===== src/rtl/dram_rd_arbiter.sv =====
// Round-robin burst arbiter for the DRAM model read port.
// Issues one read per cycle and routes tagged return data back to its owner.
module dram_rd_arbiter #(
  parameter int NUM_REQ     = 2,
  parameter int DATA_WIDTH  = 32,
  parameter int ADDR_WIDTH  = 18,
  parameter int LEN_WIDTH   = 10,
  parameter int DELAY_CYCLE = 1
) (
  input  logic                          clk,
  input  logic                          rst,
  input  logic [NUM_REQ-1:0]            req_valid,
  output logic [NUM_REQ-1:0]            req_ready,
  input  logic [NUM_REQ*ADDR_WIDTH-1:0] req_addr,
  input  logic [NUM_REQ*LEN_WIDTH-1:0]  req_len,
  output logic [NUM_REQ-1:0]            rsp_valid,
  output logic                          rsp_last,
  output logic [DATA_WIDTH-1:0]         rsp_data,
  output logic                          busy,
  output logic                          stray_err,
  output logic                          dram_en_rd,
  output logic [ADDR_WIDTH-1:0]         dram_addr_rd,
  input  logic                          dram_valid,
  input  logic [DATA_WIDTH-1:0]         dram_data_out
);

  localparam int IW = (NUM_REQ > 1) ? $clog2(NUM_REQ) : 1;

  typedef enum logic {IDLE, BURST} state_t;

  typedef struct packed {
    logic          v;
    logic [IW-1:0] id;
    logic          last;
  } tag_t;

  state_t state_q, state_d;

  logic [IW-1:0]         ptr_q;
  logic [IW-1:0]         id_q;
  logic [IW-1:0]         gnt_id;
  logic                  gnt_vld;
  logic [ADDR_WIDTH-1:0] gnt_addr;
  logic [LEN_WIDTH-1:0]  gnt_len;
  logic                  en_q;
  logic [ADDR_WIDTH-1:0] addr_q;
  logic [LEN_WIDTH-1:0]  cnt_q;
  tag_t                  tag_q [DELAY_CYCLE];
  tag_t                  head;
  logic [DELAY_CYCLE-1:0] drop_q;
  logic                  stray_q;
  logic                  any_tag;

  always_comb begin
    int idx;
    logic [IW-1:0] cand;
    gnt_vld = 1'b0;
    gnt_id  = '0;
    idx     = 0;
    cand    = '0;
    if (state_q == IDLE && !rst) begin
      for (int i = 1; i <= NUM_REQ; i++) begin
        idx  = (int'(ptr_q) + i) % NUM_REQ;
        cand = IW'(idx);
        if (!gnt_vld && req_valid[cand]) begin
          gnt_vld = 1'b1;
          gnt_id  = cand;
        end
      end
    end
  end

  assign gnt_addr = req_addr[int'(gnt_id)*ADDR_WIDTH +: ADDR_WIDTH];
  assign gnt_len  = req_len[int'(gnt_id)*LEN_WIDTH +: LEN_WIDTH];

  always_comb begin
    req_ready = '0;
    if (gnt_vld) req_ready[gnt_id] = 1'b1;
  end

  always_ff @(posedge clk or posedge rst) begin
    if (rst) state_q <= IDLE;
    else     state_q <= state_d;
  end

  // cnt_q counts beats still to issue after the one on the bus now
  always_comb begin
    state_d = state_q;
    unique case (state_q)
      IDLE:  if (gnt_vld && gnt_len != '0) state_d = BURST;
      BURST: if (cnt_q == '0) state_d = IDLE;
      default: state_d = IDLE;
    endcase
  end

  always_ff @(posedge clk or posedge rst) begin
    if (rst) begin
      en_q   <= 1'b0;
      addr_q <= '0;
      cnt_q  <= '0;
      id_q   <= '0;
      ptr_q  <= '0;
    end else if (state_q == IDLE) begin
      en_q   <= 1'b0;
      addr_q <= '0;
      if (gnt_vld) begin
        ptr_q <= gnt_id;
        id_q  <= gnt_id;
        if (gnt_len != '0) begin
          en_q   <= 1'b1;
          addr_q <= gnt_addr;
          cnt_q  <= gnt_len - LEN_WIDTH'(1);
        end
      end
    end else if (cnt_q == '0) begin
      en_q   <= 1'b0;
      addr_q <= '0;
    end else begin
      addr_q <= addr_q + ADDR_WIDTH'(1);
      cnt_q  <= cnt_q - LEN_WIDTH'(1);
    end
  end

  assign dram_en_rd   = en_q;
  assign dram_addr_rd = addr_q;

  always_ff @(posedge clk or posedge rst) begin
    if (rst) begin
      for (int i = 0; i < DELAY_CYCLE; i++) tag_q[i] <= '0;
    end else begin
      tag_q[0].v    <= en_q;
      tag_q[0].id   <= id_q;
      tag_q[0].last <= en_q && cnt_q == '0;
      for (int i = 1; i < DELAY_CYCLE; i++) tag_q[i] <= tag_q[i-1];
    end
  end

  assign head = tag_q[DELAY_CYCLE-1];

  always_comb begin
    rsp_valid = '0;
    rsp_last  = 1'b0;
    rsp_data  = '0;
    if (dram_valid && head.v) begin
      rsp_valid[head.id] = 1'b1;
      rsp_last           = head.last;
      rsp_data           = dram_data_out;
    end
  end

  // Reads issued before a reset may still return; mask them for one DRAM latency
  always_ff @(posedge clk or posedge rst) begin
    if (rst) begin
      drop_q  <= '1;
      stray_q <= 1'b0;
    end else begin
      drop_q <= drop_q >> 1;
      if (drop_q == '0 && (dram_valid != head.v)) stray_q <= 1'b1;
    end
  end

  assign stray_err = stray_q;

  always_comb begin
    any_tag = 1'b0;
    for (int i = 0; i < DELAY_CYCLE; i++) any_tag = any_tag | tag_q[i].v;
  end

  assign busy = (state_q == BURST) || any_tag;

endmodule


===== config.mk =====
export PLATFORM = sky130hd
export DESIGN_NAME = dram_rd_arbiter
export DESIGN_NICKNAME = d
export VERILOG_FILES = /design/src/rtl/dram_rd_arbiter.sv
export SDC_FILE = /design/constraint.sdc
export NUM_CORES = 1
export LEC_CHECK = 0
export CAP_MARGIN = 10
export CELL_PAD_IN_SITES_DETAIL_PLACEMENT = 1
export CELL_PAD_IN_SITES_GLOBAL_PLACEMENT = 1
export CORE_MARGIN = 5
export CORE_UTILIZATION = 28
export CTS_CLUSTER_DIAMETER = 60
export CTS_CLUSTER_SIZE = 8
export DETAILED_ROUTE_END_ITERATION = 10
export GPL_TIMING_DRIVEN = 0
export PLACE_DENSITY_LB_ADDON = 0.1
export SLEW_MARGIN = 30
export SYNTH_ARGS = -nofsm -noshare
export SYNTH_HDL_FRONTEND = slang
export SYNTH_SLANG_ARGS = --single-unit
export TNS_END_PERCENT = 10

===== constraint.sdc =====
create_clock -name clk -period 5.5 [get_ports clk]
set_input_delay 1.1 -clock clk [delete_from_list [all_inputs] [get_ports clk]]
set_output_delay 1.1 -clock clk [all_outputs]
set_load 0.01 [all_outputs]

==> summary.md <==
| Metric | Value |
|---|---|
| # hold bufs at CTS | `0` |
| Ys flop type | `dfrtp_1` |
| Pre-CTS setup slack | `between 1 and 1.5 ns` |
| Area grow syn2layout | `68.6%` |
| Syn Std Cell Area | `between 2000 and 3000 µm²` |
| CP cell instances | `clkdlybuf4s50_1 > clkinv_2 > nand3_1 > inv_2 > clkdlybuf4s50_1` |
| Critical path capture point type | `output port` |
| Outcome | `complete, no violations` |
| DR vias | `2777` |
| TritonCTS clock tree | `built` |
| Post-Syn Instances | `285` |
| Via density | `5.04` |
| CTS Root Cell | `clkbuf_8` |
| # setup viols final | `0` |
| Global Route Usage Sum | `16.5%` |
| Avg Inst Size Synth | `8.84 µm²` |
| Clock Latency Late Sink | `between 0.2 and 0.3 ns` |
| Die Ht | `roughly 100 µm` |
| Core ar. | `8760 µm²` |
| Diode count | `0` |
| Inserted Clock Buffers | `5` |
| Final worst setup slack | `around 1.2 ns` |
| Final core utilization | `48.5%` |
| CP max-delay cell | `clkinv_2` |
| Top cell type's share of synthesized area | `between 30% and 40%` |
| Cell count after placement | `543` |
| R2R depth | `10` |
| Critical path arrival | `3.20 ns` |
| Sequential fraction of the synthesis area | `35.8%` |
| Top delay family on crit path | `buffers and inverters` |
| Comb pwr share | `56.7%` |
| Share of post-route cells with drive strength above 1 | `7.00%` |
| Setup TNS | `0 ns` |
| Period utilisation layout | `78.2%` |
| Leak | `1.80 nW` |
| Crit Path Max Fanout | `45` |
| Worst VDD drop | `0.153 mV` |
| # port buffers | `150` |
| P_sw | `0.674 mW` |
| Final WL | `between 9000 and 10000 µm` |
| CP Class | `in2out` |
| R2R Setup Slk | `2.93 ns` |
| # IOs | `151` |
| Cell repeated most along the worst path | `clkdlybuf4s50_1` |
| Global-route wire length before repair | `15000 µm` |
| Sw Share | `40.8%` |
| Sequential Power Share | `31.5%` |
| Crit path largest cell delay | `0.61 ns` |
| CTS max path bufs | `2` |
| Full die area | `11000 µm²` |
| Final Non-Filler Cells | `roughly 550` |
| Sink Count | `36` |
| Vias in the first global route | `2910` |
| Int Pwr | `0.976 mW` |
| Final Skew | `0.00707 ns` |
| WL/cell | `17.1 µm` |
| Drt pass-1 iters | `4` |
| Hold crit path type | `reg2reg` |
| Initial core utilization | `28.7%` |
| Largest area contributor in the netlist | `dfrtp_1` |
| Post-synth ARST share | `100%` |
| Pwr per Cell Area | `389 nW/µm²` |
| Row count | `34` |
| Final worst path period need | `about 4.3 ns` |
| EDFF count, synth | `0` |
| Worst-Margin Slew | `0.775 ns` |
| RSZ-0062 raised after global routing | `no` |
| Post-CTS sizing | `0` |
| Clk network pwr share | `11.8%` |
| FMAX | `about 230 MHz` |
| Hpwl dp | `about 7800 µm` |
| Mapped Nets | `381` |
| CP Depth | `5` |
| Die width | `105 µm` |
| Max Cap Violations | `0` |
| Filler cells | `1028` |
| Drt drc | `0` |
| Area contributors post-synth | `dfrtp_1, and2_1, mux2i_1, xor2_1, o22ai_1` |
| Nets | `538` |
| Slew headroom | `around 48%` |
| Crit start category | `input pin` |
| Largest net degree at the start of global routing | `46` |
| Hold path depth | `0` |
| Bufs and invs on worst path | `4` |
| Fin. max-slew vios | `0` |
| Synthesized flop and latch total | `36` |
| Data required time at the worst endpoint | `4.40 ns` |
| 1st-iter DRT viols | `49` |
| YS warnings | `0` |
| Hold slack | `0.439 ns` |
| Distinct cell type count after synthesis | `44` |
| Antenna-violating nets left | `0` |
| Initial antenna violation count | `0` |
| Gr ovfl total | `0` |
| Post-CTS setup buffer count | `0` |
| Hold Vio Cnt, Final | `0` |
| CTS H-tree lvls | `2` |
| RePlAce Congestion | `just over 0.8` |
| Clock-pin slew on the worst setup and hold paths | `approximately 0.07 ns` |
-- routing by layer --
layer  global-route usage, %  part of all wire, %  wire length [µm]
met5                       0                    0                 0
met1                    20.9                   44              4140
met4                    4.11                  1.5               144
met3                    3.27                  5.6               531
met2                    28.8                   49              4620
-- state kept, by name, indices dropped and copies added, names as in the netlist --
name / count
cnt_q: 10
id_q: 1
stray_err: 1
dram_addr_rd: 18
head: 2
drop_q: 1
any_tag: 1
dram_en_rd: 1
state_q: 1
-- stage by stage --
step	total power [mW]	instance area (µm²)
after floorplan	1.04	2520
after global placement	1.44	4160
after detailed placement	1.47	4160
after CTS	1.67	4250
after global routing	1.78	4250
final	1.65	4250
-- layout make-up --
type	instances	area, µm²	area share [%]
Timing Repair Buffer	150	1500	35.4
Buffer	12	57.6	1.36
Inverter	8	31.3	0.737
Clock buffer	8	90.1	2.12
Multi-Input combinational cell	229	1530	36.0
Tap cell	108	135	3.18
Sequential cell	36	902	21.2
-- logic make-up after synthesis --
family	share of synthesized area [%]
buf+inv	3.48
other cells	0.149
simple gates	26.4
xor+xnor	7.30
compound gates	16.1
fa+ha+maj	1.49
mux	9.24
flops	35.8
-- power by group through the flow --
stage                     combinational, mW  sequential, mW  clock (mW)
after floorplan                       0.523           0.521           0
after global placement                0.924           0.520           0
after detailed placement              0.949           0.524           0
after CTS                             0.952           0.519       0.202
after global routing                   1.02           0.541       0.213
final                                 0.936           0.519       0.195
-- cells in the final DEF, fill, tap and decap left out, drive strengths merged, types with 8 or more instances in the layout --
cell | netlist | routed
a21oi | 8 | 8
nor2 | 28 | 28
clkbuf | 7 | 15
a31oi | 8 | 8
nand3 | 16 | 16
o21ai | 12 | 12
mux2i | 21 | 21
o22ai | 17 | 17
xor2 | 14 | 14
dfrtp | 35 | 35
and2 | 34 | 34
nand2 | 20 | 20
clkdlybuf4s50 | 0 | 150
-- cells in the mapped netlist (all sizes together) (2+ instances only) --
master and count:
nand2 20, nor4 5, and2 34, and3 6
a31oi 8, o22ai 17, dfrtp 35, inv 8
xor2 14, xnor2 7, a221oi 2, a211o 2
mux2i 21, nand3 16, nand4 7, buf 5
nor2 28, a21oi 8, a21o 2, mux2 2
ha 3, clkbuf 7, o21ai 12
-- worst paths after layout --
| path | from | endpoint |
|---|---|---|
| worst min register to register | dram_en_rd$_DFFE_PP0P_ | any_tag$_DFF_PP0_ |
| worst max register to register | id_q$_DFFE_PP0P_ | cnt_q[8]$_DFFE_PP0P_ |
| min in group asynchronous | rst | id_q$_DFFE_PP0P_ |
| worst max-delay path | rst | req_ready[1] |
| max in group asynchronous | rst | cnt_q[7]$_DFFE_PP0P_ |
| worst min-delay path | dram_en_rd$_DFFE_PP0P_ | any_tag$_DFF_PP0_ |
(Power assumes the default switching activity.)
